[src/rtl/uart_tx_8n1.sv]
// 8-bit UART transmitter: start bit, 8 data bits LSB first, optional even parity, 1 or 2 stop bits.
// The baud divider is built in; every line level comes straight from a flop.
//
// state    | meaning
// ---------+---------------------------------------------------------------
// S_IDLE   | line high, tx_ready high, waiting for a byte
// S_START  | start bit (line low) for one bit period
// S_DATA   | D0..D7 shifted out, one bit period each
// S_PARITY | even parity bit (only when PARITY_EN=1)
// S_STOP   | line high for STOP_BITS bit periods, then back to idle
module uart_tx_8n1 #(
    parameter int BPS_DIV   = 5208,
    parameter int PARITY_EN = 0,
    parameter int STOP_BITS = 1
) (
    input  logic       clk,
    input  logic       rst,
    input  logic [7:0] tx_data,
    input  logic       tx_valid,
    output logic       tx_ready,
    output logic       rs232_tx,
    output logic       tx_busy,
    output logic       tx_done
);

    localparam logic [15:0] BAUD_LAST = 16'(BPS_DIV - 1);
    localparam logic [3:0]  STOP_LAST = 4'(STOP_BITS - 1);

    typedef enum logic [2:0] {
        S_IDLE,
        S_START,
        S_DATA,
        S_PARITY,
        S_STOP
    } state_t;

    state_t      r_state;
    logic [15:0] r_baud_cnt;
    logic [3:0]  r_bit_cnt;
    logic [7:0]  r_shift;
    logic        r_parity;
    logic        r_tx;
    logic        r_ready;
    logic        r_busy;
    logic        r_done;

    logic        w_tick;
    logic        w_accept;

    assign w_tick   = (r_baud_cnt == BAUD_LAST);
    assign w_accept = tx_valid & r_ready;

    always_ff @(posedge clk or negedge rst) begin
        if (!rst) begin
            r_state    <= S_IDLE;
            r_baud_cnt <= '0;
            r_bit_cnt  <= '0;
            r_shift    <= '0;
            r_parity   <= 1'b0;
            r_tx       <= 1'b1;
            r_ready    <= 1'b0;
            r_busy     <= 1'b0;
            r_done     <= 1'b0;
        end else begin
            r_done <= 1'b0;
            if (r_state != S_IDLE) begin
                r_baud_cnt <= w_tick ? 16'd0 : r_baud_cnt + 16'd1;
            end

            case (r_state)
                S_IDLE: begin
                    r_tx   <= 1'b1;
                    r_busy <= 1'b0;
                    // tx_ready first rises on the clock after reset release
                    if (!r_ready) begin
                        r_ready <= 1'b1;
                    end else if (w_accept) begin
                        r_shift    <= tx_data;
                        r_parity   <= ^tx_data;
                        r_tx       <= 1'b0;
                        r_busy     <= 1'b1;
                        r_ready    <= 1'b0;
                        r_baud_cnt <= '0;
                        r_bit_cnt  <= '0;
                        r_state    <= S_START;
                    end
                end

                S_START: begin
                    if (w_tick) begin
                        r_tx      <= r_shift[0];
                        r_bit_cnt <= '0;
                        r_state   <= S_DATA;
                    end
                end

                S_DATA: begin
                    if (w_tick) begin
                        if (r_bit_cnt == 4'd7) begin
                            r_bit_cnt <= '0;
                            if (PARITY_EN != 0) begin
                                r_tx    <= r_parity;
                                r_state <= S_PARITY;
                            end else begin
                                r_tx    <= 1'b1;
                                r_state <= S_STOP;
                            end
                        end else begin
                            r_shift   <= r_shift >> 1;
                            r_tx      <= r_shift[1];
                            r_bit_cnt <= r_bit_cnt + 4'd1;
                        end
                    end
                end

                S_PARITY: begin
                    if (w_tick) begin
                        r_tx      <= 1'b1;
                        r_bit_cnt <= '0;
                        r_state   <= S_STOP;
                    end
                end

                S_STOP: begin
                    if (w_tick) begin
                        if (r_bit_cnt == STOP_LAST) begin
                            r_bit_cnt <= '0;
                            r_busy    <= 1'b0;
                            r_ready   <= 1'b1;
                            r_done    <= 1'b1;
                            r_state   <= S_IDLE;
                        end else begin
                            r_bit_cnt <= r_bit_cnt + 4'd1;
                        end
                    end
                end

                default: begin
                    r_tx    <= 1'b1;
                    r_busy  <= 1'b0;
                    r_ready <= 1'b0;
                    r_state <= S_IDLE;
                end
            endcase
        end
    end

    assign tx_ready = r_ready;
    assign rs232_tx = r_tx;
    assign tx_busy  = r_busy;
    assign tx_done  = r_done;

endmodule

[config.mk]
export PLATFORM = sky130hd
export DESIGN_NAME = uart_tx_8n1
export DESIGN_NICKNAME = d
export VERILOG_FILES = /design/src/rtl/uart_tx_8n1.sv
export SDC_FILE = /design/constraint.sdc
export NUM_CORES = 1
export LEC_CHECK = 0
export ABC_AREA = 1
export BUFFER_PORTS_ARGS = -buffer_cell sky130_fd_sc_hd__buf_2
export CORE_MARGIN = 1.5
export CORE_UTILIZATION = 35
export CTS_CLUSTER_DIAMETER = 80
export DETAILED_ROUTE_END_ITERATION = 10
export GPL_TIMING_DRIVEN = 0
export HOLD_SLACK_MARGIN = 0.1
export PLACE_DENSITY = 0.57
export SLEW_MARGIN = 20
export SYNTH_ARGS = -nofsm -noshare
export SYNTH_HDL_FRONTEND = slang
export SYNTH_SLANG_ARGS = --single-unit
[constraint.sdc]
create_clock -name clk -period 2 [get_ports clk]
set_clock_uncertainty 0.05 [all_clocks]
set_input_delay 0.1 -clock clk [delete_from_list [all_inputs] [get_ports clk]]
set_output_delay 0.1 -clock clk [all_outputs]
set_load 0.03 [all_outputs]
==> flow_summary.toml <==
[yosys]
synthTopCellsByArea = "dfrtp_1, nand2_1, nand3_1"
synth-edff-count = 0
syn-cell-area_sq_mm = 0.002082
yosysTopAreaCellShare_pct = 40.87
ys_types = 34
synthCells = 268
yosysMostFrequentCell = "nand2_1"
synth_top_cells_by_count = "nand2_1, dfrtp_1, inv_1, nand3_1, nor2_1"
async_flop_share_pct = 100.0
ys_warn_count = 0
syn-num-nets = 282
syn_area_per_cell_sq_um = 7.769
ys_ff_latch = 35
synth_top_area_cell = "dfrtp_1"
ys.flop_type = "dfrtp_1"
synth_seq_area_share_pct = 42.13

[cts]
cts_root_buf = "clkbuf_8"
cts_max_level = 2
clkTransAtPathRegs_ns = 0.07
cts_tree = "done"
cts.sinks = 35
post_cts_buffers = 0
ctsResizeCount = 0
cts_max_path_buffers = 2
clk_latency_ns = 0.28
cts_buffers = 5

[worst_setup_path]
cp_cell_sequence = "ha_1, nand2_2, inv_2, nand2_1, nor2_2, nand2_2, buf_6, a21oi_4, nand3_2, nand2_1, nand2_1"
cp-startpoint = "r_baud_cnt[0]"
critPathKind = "flip-flop to flip-flop"
endpoint_kind = "flip-flop"
crit_slowest_cell = "dfrtp_1"
cp_max_fo = 10
required_ns = 2.12
r2r_end = "r_bit_cnt[0]"
critPathBufInv = 2
reg2reg_depth = 11
start_kind = "flip-flop"
cpMostUsedCell = "nand2_1"
slowest_delay_ns = 0.41
cp-endpoint = "r_bit_cnt[0]"
rrSetupSlack_ns = 0.22
worstPathArrival_ns = 1.91
path_delay_family = "simple AND/OR/NAND/NOR gates"
critical_path_cell_count = 11
rr_startpoint = "r_baud_cnt[0]"

[floorplanning]
die_w_um = 80.13
rows = 27
ios = 15
fp.coreArea_sq_mm = 0.005608
die_area_sq_mm = 0.006420
die_h_um = 80.13
start_util_pct = 37.13

[route]
wl_met3_um = 143
top_layer_used = "met4"
drt_wl_total_um = 4567
wl_met1_um = 2469
drc = 0
dr.pass1.iters = 4
avgRoutedWirePerCell_um = 12.38
final_antenna_net_count = 0
via_count = 1794
first_iter_violations = 66
viasPerCell = 4.862
route.met2.wl_um = 1895

[timing]
post-route-period-util_pct = 89.21
whs_ns = 0.1127
fin_crit_ns = 1.784
drv_slew = 0
clock.fmax_mhz = 560.5
hold_viol_final = 0
grt_setup_unrepaired = "no"
worst-slew-pin-transition_ns = 0.7885
relSlewSlack_pct = 47.43
tns_ns = 0
setup_viol = 0
setup_ws_ns = 0.2158

[grt]
overflow = 0
antenna_found_initial = 0
grt_pass1_vias = 1767
grt.total_usage_pct = 16.31
grt_pass1_wl_um = 8142
grt_max_degree = 36

[layout]
drive_gt1_share_pct = 18.86
final_nets = 311
antenna_cells = 0
n_fill_cell = 591
syn_to_final_growth_pct = 15.75

[worst_hold_path]
worstHoldStart = "tx_data[2]"
hp-class = "input pin to flip-flop"

[run_status]
run_status = "complete, no violations"

[place]
dp_hpwl_um = 3275
portBuffers = 14
dp_slack_ns = 0.2306
place.gp.congestion = 0.8058

[pwr]
peakVddDrop_mv = 0.2677
p_leak_uw = 0.001117
p_per_area_mw_per_mm2 = 528.9

[run]
max_cap_violations = 0
area by class of cell:
cell class / instances / area (sq um) / share of cell area (%)
clock inverter: 1 / 5.005 / 0.2077
clock buffer: 6 / 82.58 / 3.427
tap: 72 / 90.09 / 3.738
multi-input combinational: 196 / 1047 / 43.46
inverter: 33 / 126.4 / 5.244
buffer: 4 / 31.28 / 1.298
timing repair buffer: 22 / 150.1 / 6.231
sequential: 35 / 877.1 / 36.40
worst min path at each step:
stage	to	slack, ns	depth (start not counted)
after floorplan	r_baud_cnt[0]	-0.25	0
after global placement	r_baud_cnt[10]	0.19	1
after detailed placement	r_baud_cnt[10]	0.20	1
after CTS	r_shift[2]	0.11	5
after global routing	r_shift[2]	0.17	5
final	r_shift[2]	0.11	5
tightest hold or removal path, cell delays in order:
cell and delay, ns:
buf_2 0.07, nand2_1 0.04, o21ai_0 0.06, nand2_1 0.06
o21ai_1 0.07
flip-flops by register name, indices dropped and copies added (netlist names):
signal	count
r_baud_cnt	16
r_bit_cnt	4
r_shift	8
r_state	3
rs232_tx	1
tx_busy	1
tx_done	1
tx_ready	1
power by group:
group / leakage (uW) / internal, uW / total, uW / switching, uW
registers: 0.000424 / 707 / 707 / 0
logic: 0.000647 / 20.2 / 42.8 / 22.6
clock network: 0.0000470 / 270 / 524 / 254
total: 0.00112 / 998 / 1270 / 276
kinds of logic after synthesis:
family	share of synthesized area, %
DFF	42.13
buffers and inverters	7.572
AOI/OAI and AO/OA	12.38
and+or+nand+nor	31.91
xor gates and xnor gates	4.207
adders and majority gates	1.803
layer usage:
metal  global-route usage (%)  vias to the layer above
met5                        0                        -
met4                    4.828                        0
met3                    3.523                        7
met2                    25.04                       30
met1                    22.92                      830
li1                         -                      927
stage by stage:
step / cell area [sq um] / total power, uW / utilization, % / std cells
after CTS: 2410 / 1294 / 42.97 / 369
final: 2410 / 1275 / 42.97 / 369
after floorplan: 2082 / 728.6 / - / 268
after global placement: 2242 / 753.6 / 39.98 / 354
after global routing: 2410 / 1325 / 42.97 / 369
after detailed placement: 2242 / 753.8 / 39.98 / 354
cells in the final DEF (no fill, tap or decap), types with 7 or more instances in the layout:
cell type,synthesis,final
o21ai_1,8,8
buf_2,1,15
inv_1,24,24
dfrtp_1,34,34
nor2_1,21,21
nand3_1,21,21
nand2_1,73,73
dlygate4sd3_1,0,8
o21ai_0,16,16
inv_2,7,7
xor2_1,8,8
what timing repair did:
action                                  CTS  global route
hold buffers                              8             0
endpoints found under the setup margin    0             0
endpoints found under the hold margin    41             0
No activity file was read; power rests on OpenSTA's default activity.
